==> config.mk <==
export PLATFORM = sky130hd
export DESIGN_NAME = axi_uart_master
export DESIGN_NICKNAME = d
export VERILOG_FILES = /design/src/rtl/axi_uart_master.sv
export SDC_FILE = /design/constraint.sdc
export NUM_CORES = 1
export LEC_CHECK = 0
export BUFFER_PORTS_ARGS = -buffer_cell sky130_fd_sc_hd__buf_2
export CORE_ASPECT_RATIO = 1.25
export CORE_MARGIN = 5
export CORE_UTILIZATION = 43
export CTS_BUF_LIST = sky130_fd_sc_hd__clkbuf_2 sky130_fd_sc_hd__clkbuf_4 sky130_fd_sc_hd__clkbuf_8
export CTS_CLUSTER_DIAMETER = 30
export DETAILED_ROUTE_END_ITERATION = 8
export MAX_ROUTING_LAYER = met4
export PLACE_DENSITY = 0.74
export SYNTH_ARGS = -nofsm -noshare
export SYNTH_HDL_FRONTEND = slang
export SYNTH_SLANG_ARGS = --single-unit
==> constraint.sdc <==
create_clock -name m_axi_aclk_i -period 1.7 [get_ports m_axi_aclk_i]
set_clock_uncertainty 0.15 [all_clocks]
set_input_delay 0.255 -clock m_axi_aclk_i [delete_from_list [all_inputs] [get_ports m_axi_aclk_i]]
set_output_delay 0.255 -clock m_axi_aclk_i [all_outputs]
set_load 0.01 [all_outputs]
==> src/rtl/axi_uart_master.sv <==
// AXI4-Lite single-outstanding initiator for the load/store unit; zero-wait slave gives rsp_valid_o 4 cycles after accept.
// Holds every valid until its handshake (req_ready_o low while busy); AXI_MASTER_TIMEOUT_EN aborts a stalled transaction.
`timescale 1ns/1ps
module axi_uart_master #(
  parameter int ADDR_W         = 32,
  parameter int TIMEOUT_CYCLES = 1024
) (
  input  logic              m_axi_aclk_i,
  input  logic              m_axi_areset_i,
  input  logic              req_valid_i,
  output logic              req_ready_o,
  input  logic              req_write_i,
  input  logic [ADDR_W-1:0] req_addr_i,
  input  logic [31:0]       req_wdata_i,
  input  logic [3:0]        req_strb_i,
  output logic              rsp_valid_o,
  output logic [31:0]       rsp_rdata_o,
  output logic              rsp_err_o,
  output logic [ADDR_W-1:0] m_axi_araddr_o,
  output logic              m_axi_arvalid_o,
  input  logic              m_axi_arready_i,
  input  logic [31:0]       m_axi_rdata_i,
  input  logic [1:0]        m_axi_rresp_i,
  input  logic              m_axi_rvalid_i,
  output logic              m_axi_rready_o,
  output logic [ADDR_W-1:0] m_axi_awaddr_o,
  output logic              m_axi_awvalid_o,
  input  logic              m_axi_awready_i,
  output logic [31:0]       m_axi_wdata_o,
  output logic [3:0]        m_axi_wstrb_o,
  output logic              m_axi_wvalid_o,
  input  logic              m_axi_wready_i,
  input  logic [1:0]        m_axi_bresp_i,
  input  logic              m_axi_bvalid_i,
  output logic              m_axi_bready_o,
  output logic [3:0]        read_size_o
);

  typedef enum logic [2:0] {IDLE, RD_ADDR, RD_DATA, WR_REQ, WR_RESP, DONE} state_t;

  state_t state;
  logic   aw_left;
  logic   w_left;

  // AW and W retire independently; each stays up only until its own handshake
  assign aw_left = m_axi_awvalid_o & ~m_axi_awready_i;
  assign w_left  = m_axi_wvalid_o  & ~m_axi_wready_i;

`ifdef AXI_MASTER_TIMEOUT_EN
  localparam int CNT_W = (TIMEOUT_CYCLES > 2) ? $clog2(TIMEOUT_CYCLES) : 1;
  localparam logic [CNT_W-1:0] TMO_LAST = CNT_W'(TIMEOUT_CYCLES - 1);

  logic [CNT_W-1:0] tmo_cnt;
  logic             busy;

  assign busy = (state == RD_ADDR) || (state == RD_DATA) ||
                (state == WR_REQ)  || (state == WR_RESP);
`endif

  always_ff @(posedge m_axi_aclk_i) begin
    if (m_axi_areset_i) begin
      state           <= IDLE;
      req_ready_o     <= 1'b1;
      rsp_valid_o     <= 1'b0;
      rsp_rdata_o     <= '0;
      rsp_err_o       <= 1'b0;
      m_axi_araddr_o  <= '0;
      m_axi_arvalid_o <= 1'b0;
      m_axi_rready_o  <= 1'b0;
      m_axi_awaddr_o  <= '0;
      m_axi_awvalid_o <= 1'b0;
      m_axi_wdata_o   <= '0;
      m_axi_wstrb_o   <= '0;
      m_axi_wvalid_o  <= 1'b0;
      m_axi_bready_o  <= 1'b0;
      read_size_o     <= '0;
`ifdef AXI_MASTER_TIMEOUT_EN
      tmo_cnt         <= '0;
`endif
    end else begin
      rsp_valid_o <= 1'b0;
`ifdef AXI_MASTER_TIMEOUT_EN
      if (busy) tmo_cnt <= tmo_cnt + 1'b1;
`endif
      case (state)
        IDLE: begin
          if (req_valid_i) begin
            req_ready_o <= 1'b0;
`ifdef AXI_MASTER_TIMEOUT_EN
            tmo_cnt     <= '0;
`endif
            if (req_write_i) begin
              m_axi_awaddr_o  <= req_addr_i;
              m_axi_wdata_o   <= req_wdata_i;
              m_axi_wstrb_o   <= req_strb_i;
              m_axi_awvalid_o <= 1'b1;
              m_axi_wvalid_o  <= 1'b1;
              read_size_o     <= '0;
              state           <= WR_REQ;
            end else begin
              m_axi_araddr_o  <= req_addr_i;
              m_axi_arvalid_o <= 1'b1;
              read_size_o     <= req_strb_i;
              state           <= RD_ADDR;
            end
          end
        end
        RD_ADDR: begin
          if (m_axi_arready_i) begin
            m_axi_arvalid_o <= 1'b0;
            m_axi_rready_o  <= 1'b1;
            state           <= RD_DATA;
          end
        end
        RD_DATA: begin
          if (m_axi_rvalid_i) begin
            m_axi_rready_o <= 1'b0;
            rsp_rdata_o    <= m_axi_rdata_i;
            rsp_err_o      <= (m_axi_rresp_i != 2'b00);
            state          <= DONE;
          end
        end
        WR_REQ: begin
          m_axi_awvalid_o <= aw_left;
          m_axi_wvalid_o  <= w_left;
          if (!aw_left && !w_left) begin
            m_axi_bready_o <= 1'b1;
            state          <= WR_RESP;
          end
        end
        WR_RESP: begin
          if (m_axi_bvalid_i) begin
            m_axi_bready_o <= 1'b0;
            rsp_err_o      <= (m_axi_bresp_i != 2'b00);
            state          <= DONE;
          end
        end
        DONE: begin
          rsp_valid_o <= 1'b1;
          req_ready_o <= 1'b1;
          state       <= IDLE;
        end
        default: state <= IDLE;
      endcase
`ifdef AXI_MASTER_TIMEOUT_EN
      // Abort overrides whatever the phase logic scheduled this cycle
      if (busy && (tmo_cnt == TMO_LAST)) begin
        m_axi_arvalid_o <= 1'b0;
        m_axi_rready_o  <= 1'b0;
        m_axi_awvalid_o <= 1'b0;
        m_axi_wvalid_o  <= 1'b0;
        m_axi_bready_o  <= 1'b0;
        rsp_err_o       <= 1'b1;
        rsp_rdata_o     <= 32'hDEAD_BEEF;
        state           <= DONE;
      end
`endif
    end
  end

endmodule

---- Word-level counts from Yosys, hierarchy flattened ----
Index checks and enable logic that the tools add are counted.
word-level totals
  memories kept ........................... 0
  bits in latches ......................... 0
  bits in writable memories ............... 0
  register bits ........................... 147
  bits in read-only memories .............. 0
cells by class
  reductions and logical operators ........ 23
  order comparisons ....................... 0
  equal/unequal tests ..................... 12
  muxes and demuxes ....................... 28
  multipliers ............................. 0
  shifts and indexed selects .............. 0
  divide/modulo/power cells ............... 0
  add/subtract/negate cells ............... 0
  bitwise gates (word level) .............. 5
operators by type and width
  kind                count
  $reduce_and 3->1    6
  $reduce_bool 2->1   8
  $mux 3              5
  $pmux 3 s5          1
  $ne 2x2->1 const B  7
  $pmux 1 s2          7
  $mux 1              13
  $eq 3x2->1 const B  2
  $eq 3x3->1 const B  2
  $reduce_and 2->1    3
  $reduce_and 5->1    1
  $mux 4              1
  $reduce_and 4->1    1
  $eq 3x1->1 const B  1
  $logic_not 3->1     1
  $not 1->1           3
  $and 1x1->1         2
  $logic_not 1->1     2
  $mux 2              1
  $logic_and 1x1->1   1

---- Logic depth before layout (Yosys ltp) ----
  depth in word-level cells ............... 6
  gate-level depth with buffers ........... 8

---- Worst setup path before layout ----
Ideal clock, no wire load.
  path kind ............................... register to register
  start ................................... register state[0]
  end ..................................... register m_axi_awaddr_o[24]
  data arrival time ....................... 1440 ps
  data required time ...................... 1480 ps
  library setup time ...................... 70 ps
  stages on the path, launching flop included .. 9
  setup slack ............................. 39 ps
  period minus slack after synthesis ...... 1661 ps
  path buffers ............................ 4
  cell sequence ........................... dfxtp_1 > buf_6 > nor4b_4 > and2_1 > buf_2 > buf_6 > buf_6 > nand2_1 > a21oi_1
between the ends
  cells in the longest elaborated chain, start to end .. 2
ends and longest elaborated chain
  element                     RTL line  source
  from (decl)                 41        state_t state;
  from (signal assigned)      62        state <= IDLE;
  from (signal assigned)      99        state <= WR_REQ;
  from (signal assigned)      104       state <= RD_ADDR;
  $logic_not 3->1             85        case (state)
  $reduce_and 3->1 (no line)  n/a
  to (signal assigned)        93        m_axi_awaddr_o <= req_addr_i;
  to (decl)                   26        output logic [ADDR_W-1:0] m_axi_awaddr_o,
No other way between the ends.
A chain may end at the register's enable or synchronous reset.

---- Final worst setup path ----
  start ................................... register state[2]
  end ..................................... register m_axi_araddr_o[6]
between the ends
  cells in the longest elaborated chain, start to end .. 2
ends and longest elaborated chain
  element                     RTL line  source
  $logic_not 3->1             85
  $reduce_and 3->1 (no line)  n/a
  to (signal assigned)        101       m_axi_araddr_o <= req_addr_i;
  to (decl)                   19        output logic [ADDR_W-1:0] m_axi_araddr_o,
No other way between the ends.

==> parameters.txt <==
Parameter                              Value

Critical path
  Peak per-stage delay on the critical path    0.56 ns
  Flop-to-flop setup slack    0.02 ns
  Reg2reg path depth    5
  Worst setup SP type    register
  Kind of end point of the critical path    register
  Crit path arrival time    1.89 ns
  Count of buffer and inverter cells on the critical path    1
  Critical-path cell with the highest stage delay    sky130_fd_sc_hd__or4b_4
  Required time at the endpoint of the critical path    1.91 ns
  Cells along the critical path    or4b_4 > nor2_4 > buf_12 > nand2_1 > a21oi_1
  Worst Path Class, Setup    register to register
  Critical Path Fanout Max    32
  R2R Path Start    state[2]$_SDFFE_PP0P_
  Top cell family by delay on the critical path    simple AND/OR/NAND/NOR gates
  FF-to-FF End    m_axi_araddr_o[6]$_SDFFE_PP0P_

Power and ir drop
  Leakage power    3.74 nW
  Switching part of the total    0.328
  Logic gate share of total power    0.301
  Internal cell power    6.75 mW
  Clock network power share    0.283
  Switching power total    3.29 mW
  P per Cell Area    1200 mW/mm^2
  Register share of total power    0.416
  Overall power    10.0 mW
  Peak supply drop    0.692 mV

Min path
  Launch point of the worst hold path    m_axi_areset_i
  Cell depth of the worst hold path    2
  Endpoint of the worst hold path    m_axi_araddr_o[29]$_SDFFE_PP0P_
  Worst hold path type    input pin to register

Yosys
  Per-instance average area after synthesis    7.92 um^2
  Area share of the leading cell type in the synthesized netlist    0.556
  Post-synthesis sequential element count    147
  Post-synthesis async set-or-reset flop share    0
  Cells taking the most area after synthesis    sky130_fd_sc_hd__dfxtp_1, sky130_fd_sc_hd__nand2_1, sky130_fd_sc_hd__a21oi_1
  Proportion of synthesized chip area in sequential cells    0.556
  Number of flops mapped to enable cells by yosys    0
  Number of instances in the synthesized netlist    668
  Ys Warns    0
  Top flip-flop cell by instance count after synthesis    sky130_fd_sc_hd__dfxtp_1
  Post-synthesis cell type with the largest combined area    sky130_fd_sc_hd__dfxtp_1
  Synth cell types    29
  Cell area after technology mapping    0.00529 mm^2
  Post-Synthesis Net Count    781

Timing
  Final hold violations    0
  Setup slack of the critical path after layout    0.0150 ns
  Setup repair after global routing missed its margin    true
  Highest clock rate    593 MHz
  Post-layout minimum cycle time    1.68 ns
  Max-slew headroom at the worst pin    0.800
  Transition at the pin with the smallest max-transition slack    0.300 ns
  Fraction of the cycle the final worst path needs    0.991
  Count of pins over their slew limit    0
  # setup viols final    0

Routing
  Initial DRC Count    371
  DRC    0
  Number of vias in the routed layout    5922
  Drt pass-1 iters    5
  Total routed wirelength    18.4 mm
  Wire per inst    15.4 um
  Number of antenna-violating nets in the routed design    0
  Number of vias per cell    4.95

Layout
  Net count of the finished layout    1133
  Antenna Cells    0
  Proportion of layout cells with a drive suffix above 1    0.320
  Share of the core filled with cells    0.691
  Filler cell count in the final layout    943
  Final non-filler cell total    1196
  Layout overhead on the synthesized area    58.1%
  Design Area, Final    0.00837 mm^2

Floorplan
  Site Rows    45
  Overall die width    109 um
  Die area    0.0146 mm^2
  Boundary pin count    257
  Die H    134 um
  Initial Utilization    0.437
  Total core area    0.0121 mm^2

Global route
  Global routing usage summed across all routing layers    0.244
  Total gr overflow    0
  Wire length of the first global-routing pass    27.6 mm
  Via count of the first global-routing pass    5735
  Initial antenna violation count    0
  Pin count of the biggest net entering global routing    56

CTS
  Clk Tree Root Cell    sky130_fd_sc_hd__clkbuf_8
  Number of buffers created by CTS    17
  TritonCTS sink count    147
  Clock-pin slew on the worst setup and hold paths    0.08 ns
  Worst-skew pair later-pin latency    0.43 ns
  H-tree Lvls    4
  TritonCTS clock tree    yes
  Max Buffers Root-to-Sink    2

Placement
  Placement-stage cell area    0.00683 mm^2
  Post-placement worst setup slack    0.0481 ns
  DP Cell Count    1059
  Routability congestion estimate    0.830
  Port bufs    256
  DP HPWL    11.0 mm

Outcome
  Result of the run    complete, no violations

Flow run
  Max-Cap Viols    0
-- power groups by stage --
| stage | clock [mW] | combinational (mW) | sequential [mW] |
|---|---|---|---|
| after floorplan | 0 | 1.35 | 4.43 |
| after global placement | 0 | 2.65 | 4.22 |
| after detailed placement | 0 | 2.68 | 4.24 |
| after CTS | 2.89 | 2.87 | 4.16 |
| after global routing | 3.04 | 3.31 | 4.23 |
| final | 2.85 | 3.02 | 4.18 |
-- timing repair --
item,4_1_cts,5_1_grt
setup buffers,0,2
endpoints found under the setup margin,0,66
hold buffers,103,0
resized for setup,0,17
endpoints found under the hold margin,140,0
-- placed cells by master (no fill, tap or decap), types with 6 or more instances in the layout --
master	n
sky130_fd_sc_hd__nand3b_1	8
sky130_fd_sc_hd__clkbuf_8	18
sky130_fd_sc_hd__inv_1	6
sky130_fd_sc_hd__buf_4	12
sky130_fd_sc_hd__nand2_1	273
sky130_fd_sc_hd__dlygate4sd3_1	103
sky130_fd_sc_hd__dfxtp_1	144
sky130_fd_sc_hd__nor2_1	8
sky130_fd_sc_hd__a21oi_2	10
sky130_fd_sc_hd__a21oi_1	134
sky130_fd_sc_hd__buf_12	10
sky130_fd_sc_hd__buf_2	255
-- state kept, by name (all words and copies together) (netlist names) --
register         flops
m_axi_awaddr_o      32
m_axi_wdata_o       32
m_axi_wstrb_o        4
state                3
m_axi_wvalid_o       1
rsp_valid_o          1
m_axi_bready_o       1
m_axi_araddr_o      32
m_axi_awvalid_o      1
rsp_err_o            1
rsp_rdata_o         32
m_axi_arvalid_o      1
read_size_o          4
req_ready_o          1
m_axi_rready_o       1
-- cells by family after synthesis --
logic type             count (synthesis)  share of synthesized area
AND/OR/NAND/NOR                      306                      0.236
buffers and inverters                 55                     0.0482
multiplexers                           5                    0.00946
flip-flops                           147                      0.556
AO/OA/AOI/OAI                        155                      0.150
-- cells in the mapped netlist (all sizes together) (2+ instances only) --
cell    instances
dfxtp         147
a31oi           2
nand2b          3
nand3b          8
o21ai           4
nand2         274
nor3b           2
buf            13
a21oi         144
mux2i           5
clkbuf         36
nor4b           2
nor2            9
and2            2
nor3            2
inv             6
-- worst max-delay path by stage --
stage | cells after the start | from | endpoint
detailed placement | 5 | state[2]$_SDFFE_PP0P_ | m_axi_araddr_o[16]$_SDFFE_PP0P_
global route | 5 | state[2]$_SDFFE_PP0P_ | m_axi_araddr_o[10]$_SDFFE_PP0P_
floorplan | 8 | state[0]$_SDFFE_PP0P_ | m_axi_awaddr_o[24]$_SDFFE_PP0P_
finish | 5 | state[2]$_SDFFE_PP0P_ | m_axi_araddr_o[6]$_SDFFE_PP0P_
CTS | 5 | state[2]$_SDFFE_PP0P_ | m_axi_araddr_o[12]$_SDFFE_PP0P_
global placement | 7 | req_valid_i | m_axi_awaddr_o[18]$_SDFFE_PP0P_
-- through the flow --
| stage | setup TNS, ns | hold WS (ns) |
|---|---|---|
| finish | 0 | 0.0110 |
| global route | -0.124 | 0.00819 |
| CTS | 0 | 0.00176 |
| detailed placement | 0 | 0.291 |
| global placement | 0 | 0.286 |
| floorplan | 0 | 0.202 |
-- layer usage --
metal | vias to the layer above | GRT usage | share of wire
met2 | 286 | 0.407 | 0.50
li1 | 2871 | - | -
met4 | 0 | 0.144 | 0.052
met3 | 69 | 0.0616 | 0.082
met5 | - | - | 0
met1 | 2696 | 0.258 | 0.37
-- area by class of cell --
| cell class | instances | area, um^2 | share of cell area |
|---|---|---|---|
| Clock buffer | 19 | 255 | 0.0305 |
| Clock inverter | 12 | 158 | 0.0188 |
| Inverter | 6 | 22.5 | 0.00269 |
| Multi-Input combinational cell | 466 | 2140 | 0.256 |
| Sequential cell | 147 | 2950 | 0.352 |
| Tap cell | 164 | 205 | 0.0245 |
| Timing Repair Buffer | 382 | 2640 | 0.315 |
Note: power is estimated with default switching activity, not from simulation.
